<file path="src/rtl/mult_seq.sv">
// Sequential radix-2 shift-add multiplier, signed/unsigned; fixed WIDTH+2 cycle latency, START ignored while busy.
// Define MULT_SEQ_EARLY_EXIT_EN to end CALC once the remaining multiplier bits are all zero.
module mult_seq #(
   parameter int WIDTH = 32
) (
   input  logic             CLK,
   input  logic             RST,
   input  logic             START,
   input  logic             SIGNED_OP,
   input  logic [WIDTH-1:0] A,
   input  logic [WIDTH-1:0] B,
   output logic             BUSY,
   output logic             DONE,
   output logic [WIDTH-1:0] HI,
   output logic [WIDTH-1:0] LO
);

   localparam int CW = $clog2(WIDTH) + 1;

   typedef enum logic [1:0] {
      ST_IDLE,
      ST_CALC,
      ST_FIX,
      ST_DONE
   } state_t;

   state_t             state_q, state_d;
   logic [2*WIDTH-1:0] acc_q, acc_d;
   logic [WIDTH-1:0]   mcand_q, mcand_d;
   logic [WIDTH-1:0]   hi_q, hi_d;
   logic [WIDTH-1:0]   lo_q, lo_d;
   logic               neg_q, neg_d;
   logic [CW-1:0]      cnt_q, cnt_d;

   logic               a_neg, b_neg;
   logic [WIDTH-1:0]   a_mag, b_mag;
   logic [WIDTH:0]     sum;
   logic [2*WIDTH-1:0] step;
   logic [2*WIDTH-1:0] prod;

`ifdef MULT_SEQ_EARLY_EXIT_EN
   logic [CW-1:0]      rem;
   logic [WIDTH-1:0]   mask;
`endif

   always_comb begin
      a_neg = SIGNED_OP & A[WIDTH-1];
      b_neg = SIGNED_OP & B[WIDTH-1];
      a_mag = a_neg ? -A : A;
      b_mag = b_neg ? -B : B;

      // Upper half plus multiplicand keeps its carry; the whole word then shifts right by one.
      sum  = {1'b0, acc_q[2*WIDTH-1:WIDTH]} + (acc_q[0] ? {1'b0, mcand_q} : '0);
      step = {sum, acc_q[WIDTH-1:1]};
      prod = neg_q ? -acc_q : acc_q;

`ifdef MULT_SEQ_EARLY_EXIT_EN
      rem  = CW'(WIDTH - 1) - cnt_q;
      mask = {WIDTH{1'b1}} >> (cnt_q + CW'(1));
`endif

      state_d = state_q;
      acc_d   = acc_q;
      mcand_d = mcand_q;
      hi_d    = hi_q;
      lo_d    = lo_q;
      neg_d   = neg_q;
      cnt_d   = cnt_q;

      case (state_q)
         ST_IDLE: begin
            if (START) begin
               mcand_d = a_mag;
               acc_d   = {{WIDTH{1'b0}}, b_mag};
               neg_d   = a_neg ^ b_neg;
               cnt_d   = '0;
               state_d = ST_CALC;
            end
         end
         ST_CALC: begin
            acc_d = step;
            cnt_d = cnt_q + CW'(1);
            if (cnt_q == CW'(WIDTH - 1)) begin
               state_d = ST_FIX;
            end
`ifdef MULT_SEQ_EARLY_EXIT_EN
            // Remaining multiplier bits are zero: the skipped steps would only shift.
            if ((step[WIDTH-1:0] & mask) == '0) begin
               acc_d   = step >> rem;
               state_d = ST_FIX;
            end
`endif
         end
         ST_FIX: begin
            hi_d    = prod[2*WIDTH-1:WIDTH];
            lo_d    = prod[WIDTH-1:0];
            state_d = ST_DONE;
         end
         ST_DONE: begin
            state_d = ST_IDLE;
         end
         default: begin
            state_d = ST_IDLE;
         end
      endcase
   end

   always_ff @(posedge CLK or negedge RST) begin
      if (!RST) begin
         state_q <= ST_IDLE;
         acc_q   <= '0;
         mcand_q <= '0;
         hi_q    <= '0;
         lo_q    <= '0;
         neg_q   <= 1'b0;
         cnt_q   <= '0;
      end else begin
         state_q <= state_d;
         acc_q   <= acc_d;
         mcand_q <= mcand_d;
         hi_q    <= hi_d;
         lo_q    <= lo_d;
         neg_q   <= neg_d;
         cnt_q   <= cnt_d;
      end
   end

   assign BUSY = (state_q != ST_IDLE);
   assign DONE = (state_q == ST_DONE);
   assign HI   = hi_q;
   assign LO   = lo_q;

endmodule

</file>
<file path="config.mk">
export PLATFORM = sky130hd
export DESIGN_NAME = mult_seq
export DESIGN_NICKNAME = d
export VERILOG_FILES = /design/src/rtl/mult_seq.sv
export SDC_FILE = /design/constraint.sdc
export NUM_CORES = 1
export LEC_CHECK = 0
export CORE_UTILIZATION = 60
export DETAILED_ROUTE_END_ITERATION = 10
export GPL_ROUTABILITY_DRIVEN = 1
export PLACE_DENSITY = 0.93
export SLEW_MARGIN = 20
export SYNTH_ARGS = -nofsm -noshare
export SYNTH_HDL_FRONTEND = slang
export SYNTH_SLANG_ARGS = --single-unit
</file>
<file path="constraint.sdc">
create_clock -name CLK -period 10.41 [get_ports CLK]
set_clock_uncertainty 0.15 [all_clocks]
set_input_delay 2.6025 -clock CLK [delete_from_list [all_inputs] [get_ports CLK]]
set_output_delay 2.6025 -clock CLK [all_outputs]
set_load 0.02 [all_outputs]
</file>
==> Word level (Yosys, flattened, before mapping) <==
Index checks and enable logic that the tools add are counted.
{ "classes": {"add_sub_neg": 5, "eq_ne": 6, "mux": 11, "bitwise_logic": 3, "reduce_logical": 6} }
{ "ops": {"columns": ["operator", "n"], "rows": [
  ["64-bit two-way mux", 2],
  ["64-bit one-hot mux with 2 select lines", 1],
  ["32-bit two-way mux", 3],
  ["32-bit negation", 2],
  ["64-bit negation", 1],
  ["32-bit by 32-bit adder with 33-bit output", 1],
  ["6-bit one-hot mux with 2 select lines", 1],
  ["2-bit one-hot mux with 4 select lines", 1],
  ["6-bit by 1-bit adder with 6-bit output, second input constant", 1],
  ["6-bit by 5-bit equality test with 1-bit output, second input constant", 1],
  ["6-bit two-way mux", 1],
  ["2-bit AND reduction", 3],
  ["2-bit equality test, second input constant", 2],
  ["2-bit two-way mux", 2],
  ["2-bit != test, second input constant", 2],
  ["2-bit nonzero test", 2],
  ["1-bit bitwise AND", 2],
  ["2-bit by 1-bit equality test with 1-bit output, second input constant", 1],
  ["2-bit logical NOT", 1],
  ["1-bit bitwise XOR", 1]
]} }
{ "word_totals": {"register_bits": 169, "in_bits": 68, "wordCells": 38} }

==> Logic depth before layout (Yosys ltp) <==
Gate-level depths: netlist of run 1.
{ "logic_depth": {"depth_word": 4, "ltp_mapped": 12, "depth_no_buf": 11} }

==> Worst setup path after synthesis of run 1 <==
Ideal clock, no wire load.
{ "synth_timing": {"path_type": "input to register", "start": "input port A[0]", "end": "register mcand_q[29]", "arrival_time_ps": 4419, "required_time_ps": 10125, "setup_slack_ps": 5707, "cell_stages": 8, "path_buffers": 1, "cell_sequence": "or4_1 > or3b_2 > clkbuf_1 > nor2_1 > nand2_1 > o41ai_1 > xor2_1 > o21ai_0"} }
{ "synth_between": {"elab_chain_cells": 2} }
{ "synth_lines": {"columns": ["item", "line", "source"], "rows": [
  ["from (decl)", "10", "input logic [WIDTH-1:0] A,"],
  ["32-bit negation", "49", "a_mag = a_neg ? -A : A;"],
  ["32-bit two-way mux", "49", null],
  ["to (signal assigned)", "120", "mcand_q <= mcand_d;"],
  ["to (decl)", "29", "logic [WIDTH-1:0] mcand_q, mcand_d;"]
]} }
No other way between the ends.
A chain may end at the register's enable or synchronous reset.

==> Final worst setup path of run 1 <==
{ "layout_timing": {"start": "input port START", "end": "register acc_q[1]"} }
{ "layout_between": {"elab_chain_cells": 2} }
{ "layout_lines": {"columns": ["item", "line", "source"], "rows": [
  ["from (decl)", "8", "input logic START,"],
  ["2-bit != test (no source line)", null, null],
  ["2-bit AND reduction (no source line)", null, null],
  ["to (signal assigned)", "111", "acc_q <= '0;"],
  ["to (signal assigned)", "119", "acc_q <= acc_d;"],
  ["to (decl)", "28", "logic [2*WIDTH-1:0] acc_q, acc_d;"]
]} }
No other way between the ends.

==> results.cfg, run 1 <==
[routing]
drt-wirelength-per-cell_um = 18.3
wirelength_um = 30200
final_antenna_net_count = 0
total_vias_in_the_final_route = 10400
drt_iter0_markers = 1129
drcViolationCount = 22
detailedRoute.firstPassIterationCount = 9
drt-vias-per-instance = 6.29

[clock_network]
post_cts_resized = 0
cts_max_path_buffers = 2
clock_edge_transition_at_the_registers_on_the_reported_setup_and_hold_paths_ns = 0.06
cts.root.buffer_cell = sky130_fd_sc_hd__clkbuf_16
cts_hold_buf = 0
tritoncts = built
clock_sink_total = 169
cts_inserted_buffers = 17
cts_setup_buffers = 0
clkLatencyLatePin_ns = 0.44
level_count_of_the_clock_h_tree = 4

[grt]
track_usage = 0.326
gr-total-overflow = 0
grt_pass1_wl_um = 49900
grt_antenna_before_repair = 0
number_of_global_route_vias_before_repair = 9818
grt_max_degree = 100

[sta]
timing.fmax_ghz = 0.186
worst_slew_pin_tran_ns = 1.07
setup_viol = 0
timing_hold_violations_final = 0
rsz_0062_raised_after_global_routing = false
slew_viol_final = 0
finalSetupTns_ns = 0
final.min_clock_period_ns = 5.38
layout_worst_path_cycle_share = 0.517
timing.max_slew.rel_slack = 0.282

[yosys]
synth_nets = 1439
yosys_warnings = 0
synth_edf_count = 0
syn-cell-area_sq_mm = 0.0111
synth_sequential_area_ratio = 0.381
avgSynthCellArea_sq_um = 8.35
yosys_most_used_dff = sky130_fd_sc_hd__dfrtp_1
postSynth.asyncResetShare = 1.00
synth_seq_cells = 169
synth_cells = 1330
post_synth_num_cell_types = 70

[setup_path]
slowest_stage = sky130_fd_sc_hd__nand2_2
critical_path.endpoint_type = flip-flop
crit_path_start_kind = input pin
path_max_fanout = 69
critical_path.max_stage_delay_ns = 0.82
critical_path.cell_chain = clkdlybuf4s50_1 -> nand2_2 -> o21ai_2 -> buf_4 -> nand2_1 -> a21oi_1 -> a221o_1
cp_data_required_time_ns = 10.57
category_of_the_most_critical_setup_path = input pin to flip-flop
critPathArrivalTime_ns = 5.55

[power_and_ir_drop]
share_seq_of_total_power = 0.322
power.net_switching_uw = 1870
cellLeakagePower_uw = 0.00539
vdd_drop_max_v = 0.000203
power_frac_comb = 0.517
internal-power_uw = 2190
power.share.switching = 0.461
power_per_cell_area_mw_per_mm2 = 310
fin_total_pwr_uw = 4060
pwr-share-clk = 0.161

[layout]
area_growth_syn_to_layout_pct = 17.8
antenna_cells = 0
final_nets = 1516
fillCellCount = 1305
most_used_cells_in_the_layout_excluding_fill_and_tap_cells = 169 x sky130_fd_sc_hd__dfrtp_1, 151 x sky130_fd_sc_hd__a21oi_1, 141 x sky130_fd_sc_hd__nand2_1
postLayoutCellArea_sq_mm = 0.0131
layout_commonest_cell = sky130_fd_sc_hd__dfrtp_1
layout-drive-gt1-share = 0.0472

[placed_design]
placement.io_buffers = 133
placedInstanceArea_sq_mm = 0.0125
detailed_place_hpwl_um = 22000
finalWeightedCongestion = 0.970

[status]
status = finished, violations left
violations = DRC

[worst_hold_path]
timing.hold.worst.class = flip-flop to flip-flop

[run]
drv_cap = 0

[floorplanning]
design.die.area_sq_mm = 0.0191
floorplan.core_area_sq_mm = 0.0181
core.rowCount = 49
ioPinCount = 134
die_y_um = 138
fp.dieW_um = 138
start_util = 0.614
[worst max-delay path, delay by kind of cell]
family	cells	cell delay [ns]
compound gates	3	0.84
buf+inv	2	0.91
simple gates	2	1.17
[cells by family after synthesis]
| kind of cell | after synthesis | synth area share |
|---|---|---|
| buf+inv | 108 | 0.0383 |
| flops | 169 | 0.381 |
| compound gates | 413 | 0.220 |
| xor+xnor | 147 | 0.116 |
| simple gates | 440 | 0.186 |
| fa+ha+maj | 41 | 0.0468 |
| mux | 12 | 0.0114 |
[Yosys cell counts, drive strengths merged (10+ instances only)]
cell      n  area share
o22ai    13      0.0073
nor3     27       0.012
nand2b   10      0.0056
dfrtp   169        0.38
a21oi   151       0.068
inv      25      0.0084
buf      13      0.0057
or3      17       0.010
o31ai    31       0.022
clkbuf   69       0.023
nor2    136       0.046
xnor2    45       0.035
o41ai    14       0.012
xor2    102       0.080
or4      17       0.012
a21o     13      0.0088
o21ai   133       0.060
ha       40       0.045
nand4    14      0.0079
and2     35       0.020
nor4     13      0.0073
nand2   142       0.048
[per-stage QoR]
stage               utilization  hold slack, ns  instances  setup WS, ns
global route              0.724           0.352       1648          4.81
detailed placement        0.690           0.315       1617          4.66
floorplan                     -           0.292       1330          5.71
finish                    0.724           0.327       1648          5.03
CTS                       0.723           0.329       1648          5.06
global placement          0.690           0.305       1617          4.76
[power by group through the flow]
stage               clock network [uW]  logic [uW]  registers [uW]
finish                             653        2100            1310
global route                       684        2300            1340
CTS                                654        2080            1290
detailed placement                   0        2060            1300
global placement                     0        1980            1280
floorplan                            0        1300            1320
[final cells by class]
type / instances / area [sq um] / share of cell area
repair buffers: 141 / 1390 / 0.106
inverters: 25 / 93.8 / 0.00717
clock buffers: 17 / 425 / 0.0325
multi-input cells: 1053 / 6490 / 0.496
clock inverters: 14 / 171 / 0.0131
well taps: 229 / 287 / 0.0219
flip-flops and latches: 169 / 4230 / 0.323
[path summary, 6_finish.rpt]
check | from | to | slack [ns] | cells after the start
hold / removal | mcand_q[16] | mcand_q[16] | 0.33 | 2
min in group asynchronous | RST | state_q[0] | 2.10 | 1
setup reg to reg | acc_q[0] | acc_q[59] | 6.18 | 12
max in group asynchronous | RST | HI[12] | 6.56 | 2
setup / recovery | START | acc_q[1] | 5.03 | 7
hold reg to reg | mcand_q[16] | mcand_q[16] | 0.33 | 2
[registers in the layout (all words and copies together), names as in the netlist]
register	flops
acc_q	64
LO	32
HI	32
neg_q	1
cnt_q	6
state_q	2
mcand_q	32
[layer usage]
| layer | track usage | wire length (um) |
|---|---|---|
| met2 | 0.514 | 14000 |
| met1 | 0.457 | 13100 |
| met5 | 0 | 0 |
| met3 | 0.0475 | 2280 |
| met4 | 0.122 | 777 |
(Power assumes the default switching activity.)
==> run 2, diff against run 1 <==
- CORE_UTILIZATION: 60 -> 57
- PLACE_DENSITY: 0.93 -> 0.89
- clock period: 10.41 -> 5.1 ns (I/O delays scaled with it)
==> results.cfg, run 2 (synthesis gave the netlist of run 1 again) <==
[run]
drv_cap = 0

[routing]
drcViolationCount = 0
drt_iter0_markers = 1144
drt-wirelength-per-cell_um = 17.7
final_antenna_net_count = 0
wirelength_um = 29700
detailedRoute.firstPassIterationCount = 5
total_vias_in_the_final_route = 10400
drt-vias-per-instance = 6.18

[grt]
gr-total-overflow = 0
grt_max_degree = 107
track_usage = 0.306
grt_antenna_before_repair = 0
number_of_global_route_vias_before_repair = 9822
grt_pass1_wl_um = 48500

[layout]
largest_register_ff_count = 64
layout_commonest_cell = sky130_fd_sc_hd__dfrtp_1
antenna_cells = 0
area_growth_syn_to_layout_pct = 18.9
layout-drive-gt1-share = 0.0486
final_nets = 1518
max_flop_register = acc_q
most_used_cells_in_the_layout_excluding_fill_and_tap_cells = 169 x sky130_fd_sc_hd__dfrtp_1, 151 x sky130_fd_sc_hd__a21oi_1, 141 x sky130_fd_sc_hd__nand2_1

[sta]
timing.max_slew.rel_slack = 0.232
worst_slew_pin_tran_ns = 1.15
rsz_0062_raised_after_global_routing = false
final.min_clock_period_ns = 4.03
layout_worst_path_cycle_share = 0.790
timing_hold_violations_final = 0
timing.fmax_ghz = 0.248
finalSetupTns_ns = 0
hold_slack_ns = 0.327
setup_viol = 0
slew_viol_final = 0

[power_and_ir_drop]
power_per_cell_area_mw_per_mm2 = 635
cellLeakagePower_uw = 0.00544
vdd_drop_max_v = 0.000314

[clock_network]
post_cts_resized = 0
tritoncts = built
clkLatencyLatePin_ns = 0.44
cts.root.buffer_cell = sky130_fd_sc_hd__clkbuf_16
clock_edge_transition_at_the_registers_on_the_reported_setup_and_hold_paths_ns = 0.07
cts_max_path_buffers = 2
cts_hold_buf = 0
cts_inserted_buffers = 17
level_count_of_the_clock_h_tree = 4
clock_sink_total = 169
cts_setup_buffers = 0

[setup_path]
slowest_stage = sky130_fd_sc_hd__dfrtp_1
critPathLaunch = acc_q[0]
category_of_the_most_critical_setup_path = flip-flop to flip-flop
worst_r2r_startpoint = acc_q[0]
critical_path.endpoint_type = flip-flop
critPathArrivalTime_ns = 4.24
path_common_cell = sky130_fd_sc_hd__a2111oi_0
path_max_fanout = 31
critical_path.max_stage_delay_ns = 0.80
crit_path_start_kind = flip-flop
cp_data_required_time_ns = 5.31
critical_path.cell_chain = and2_1 -> ha_1 -> inv_1 -> fa_1 -> nand2b_1 -> a21oi_1 -> o41ai_1 -> a2111o_1 -> a2111oi_0 -> a2111oi_0 -> o21ai_0

[worst_hold_path]
timing.hold.worst.class = flip-flop to flip-flop
startpoint_of_the_worst_hold_path = mcand_q[19]

[placed_design]
placement.io_buffers = 133
detailed_place_hpwl_um = 21000
finalWeightedCongestion = 0.968

[floorplanning]
design.die.area_sq_mm = 0.0201
fp.dieW_um = 142
core.rowCount = 50
die_y_um = 142
floorplan.core_area_sq_mm = 0.0189
ioPinCount = 134
start_util = 0.588

[status]
status = complete, no violations
==> run 2: power breakdown <==
| group | internal [uW] | switching, uW |
|---|---|---|
| clock | 867 | 568 |
| combinational | 1730 | 2580 |
| sequential | 1980 | 673 |
| total | 4570 | 3820 |
==> run 2: worst paths after layout <==
path | endpoint | slack [ns] | cells past startpoint
setup / recovery | acc_q[63] | 1.07 | 11
min in group asynchronous | state_q[1] | 0.81 | 1
hold / removal | mcand_q[19] | 0.33 | 2
setup reg to reg | acc_q[63] | 1.07 | 11
max in group asynchronous | HI[23] | 3.12 | 2
hold reg to reg | mcand_q[19] | 0.33 | 2
==> run 2: area by class of cell <==
cell class                 instances  area, sq um
tap                              260          325
sequential                       169         4230
inverter                          25         93.8
clock buffer                      20          467
clock inverter                    11          184
timing repair buffer             143         1420
fill                            1415         5690
multi-input combinational       1053         6490
==> run 2: critical path, delay by kind of cell, from the launching register on <==
kind / cells / cell delay, ns
AOI/OAI and AO/OA: 6 / 1.94
and+or+nand+nor: 2 / 0.41
adders and majority gates: 2 / 0.58
buffers and inverters: 1 / 0.06
DFF: 1 / 0.80
==> run 2: stage by stage <==
stage                     instance area (sq um)   util  worst slack, ns  power [uW]  cells
final                                     13200  0.699             1.07        8390   1681
after detailed placement                  12600  0.665             1.03        6800   1650
after global placement                    12600  0.665             1.11        6640   1650
after CTS                                 13200  0.699             1.01        8320   1681
after global routing                      13200  0.699            0.675        8920   1681
after floorplan                           11100      -             1.72        5360   1330
==> run 2: per-layer routing <==
| metal | up-vias | track usage | part of all wire |
|---|---|---|---|
| met3 | 90 | 0.0513 | 0.079 |
| li1 | 4898 | - | - |
| met5 | - | 0 | 0 |
| met2 | 506 | 0.488 | 0.46 |
| met4 | 0 | 0.133 | 0.034 |
| met1 | 4900 | 0.413 | 0.42 |
==> run 3, diff against run 2 <==
- clock period: 5.1 -> 4.1 ns (I/O delays scaled with it)
==> results.cfg, run 3 (synthesis gave the netlist of run 1 again) <==
[status]
status = complete, no violations

[clock_network]
clock_sink_total = 169
cts.root.buffer_cell = sky130_fd_sc_hd__clkbuf_16
clkLatencyLatePin_ns = 0.43
post_cts_resized = 0
tritoncts = built
cts_max_path_buffers = 2
clock_edge_transition_at_the_registers_on_the_reported_setup_and_hold_paths_ns = 0.07
cts_hold_buf = 0
cts_inserted_buffers = 17
cts_setup_buffers = 0
level_count_of_the_clock_h_tree = 4

[sta]
setup_viol = 0
finalSetupTns_ns = 0
rsz_0062_raised_after_global_routing = false
worst_slew_pin_tran_ns = 0.895
timing.max_slew.rel_slack = 0.403
timing_hold_violations_final = 0
final.min_clock_period_ns = 3.64
timing.fmax_ghz = 0.275
slew_viol_final = 0
layout_worst_path_cycle_share = 0.887

[routing]
detailedRoute.firstPassIterationCount = 6
drcViolationCount = 0
drt_iter0_markers = 987
total_vias_in_the_final_route = 10300
final_antenna_net_count = 0
drt-wirelength-per-cell_um = 17.6
drt-vias-per-instance = 6.12
wirelength_um = 29800

[placed_design]
finalWeightedCongestion = 0.990
detailed_place_hpwl_um = 22000
placedInstanceArea_sq_mm = 0.0126
placement.io_buffers = 133

[grt]
grt_max_degree = 96
grt_pass1_wl_um = 48700
track_usage = 0.306
number_of_global_route_vias_before_repair = 9797
grt_antenna_before_repair = 0
gr-total-overflow = 0

[worst_hold_path]
min_path_cells = 2
timing.hold.worst.class = flip-flop to flip-flop

[layout]
layout-drive-gt1-share = 0.0545
antenna_cells = 0
layout_commonest_cell = sky130_fd_sc_hd__dfrtp_1
fillCellCount = 1468
max_flop_register = acc_q
area_growth_syn_to_layout_pct = 18.9
largest_register_ff_count = 64
postLayoutCellArea_sq_mm = 0.0132
most_used_cells_in_the_layout_excluding_fill_and_tap_cells = 169 x sky130_fd_sc_hd__dfrtp_1, 151 x sky130_fd_sc_hd__a21oi_1, 141 x sky130_fd_sc_hd__nand2_1
final_nets = 1527

[setup_path]
critPathArrivalTime_ns = 3.83
critical_path.endpoint_type = flip-flop
critPathTopFamily = compound AO/OA/AOI/OAI gates
category_of_the_most_critical_setup_path = flip-flop to flip-flop
path_max_fanout = 31
crit_path_start_kind = flip-flop
worstSetupPathDepth = 11
worst-path-buf-inv = 2
path_common_cell = sky130_fd_sc_hd__buf_4
critical_path.max_stage_delay_ns = 0.58
rrSetupSlack_ns = 0.46
critical_path.cell_chain = buf_4 -> and2_1 -> ha_1 -> o21ai_0 -> a211oi_1 -> o41ai_1 -> a2111o_1 -> a2111oi_0 -> buf_4 -> nor3_1 -> o31ai_1
cp_data_required_time_ns = 4.29
worst_r2r_path_depth = 11
slowest_stage = sky130_fd_sc_hd__a2111oi_0

[power_and_ir_drop]
vdd_drop_max_v = 0.000393
cellLeakagePower_uw = 0.00544
power_per_cell_area_mw_per_mm2 = 778

[floorplanning]
floorplan.core_area_sq_mm = 0.0189
ioPinCount = 134
design.die.area_sq_mm = 0.0201
fp.dieW_um = 142
start_util = 0.588
die_y_um = 142
core.rowCount = 50

[run]
drv_cap = 0
## run 3: cell types whose count changed in the layout (fill, tap and decap cells not counted), sizes merged
cell	change
clkinv	+1
clkbuf	-1
clkinvlp	+3
buf	+9
bufinv	-2
## run 3: path summary, 6_finish.rpt
kind	startpoint	to
max	acc_q[0]	acc_q[59]
min	mcand_q[21]	mcand_q[21]
max reg2reg	acc_q[0]	acc_q[59]
min reg2reg	mcand_q[21]	mcand_q[21]
max in group asynchronous	RST	LO[13]
min in group asynchronous	RST	state_q[1]
## run 3: worst min-delay path, stage by stage, from the launching register on
cell                      delay, ns
sky130_fd_sc_hd__dfrtp_1       0.34
sky130_fd_sc_hd__nand2_1       0.05
sky130_fd_sc_hd__o21ai_0       0.06
## run 3: stage by stage
stage                     hold slack (ns)  setup WS [ns]  utilization  total power [uW]  std cells
after detailed placement            0.313          0.293        0.668              8540       1659
after CTS                           0.327          0.513        0.699             10200       1691
after global routing                0.355          0.382        0.699             11000       1691
final                               0.323          0.464        0.699             10300       1691
after global placement              0.305          0.354        0.668              8330       1659
after floorplan                     0.292          0.844            -              6670       1330
## run 3: per-layer routing
metal,vias up,part of all wire,global-route usage
met5,-,0,0
met3,77,0.079,0.0540
met2,481,0.46,0.487
met4,0,0.036,0.132
met1,4863,0.43,0.412
li1,4921,-,-
## run 3: report_power, final
part | internal, uW | switching, uW
sequential | 2460 | 796
combinational | 2180 | 3220
clock | 918 | 690
total | 5560 | 4710
## run 3: final cells by class
class / instances / area (sq um) / share of cell area
Timing Repair Buffer: 152 / 1490 / 0.113
Tap cell: 260 / 325 / 0.0246
Sequential cell: 169 / 4230 / 0.320
Clock inverter: 13 / 141 / 0.0107
Clock buffer: 19 / 443 / 0.0335
Inverter: 25 / 93.8 / 0.00711
Multi-Input combinational cell: 1053 / 6490 / 0.491
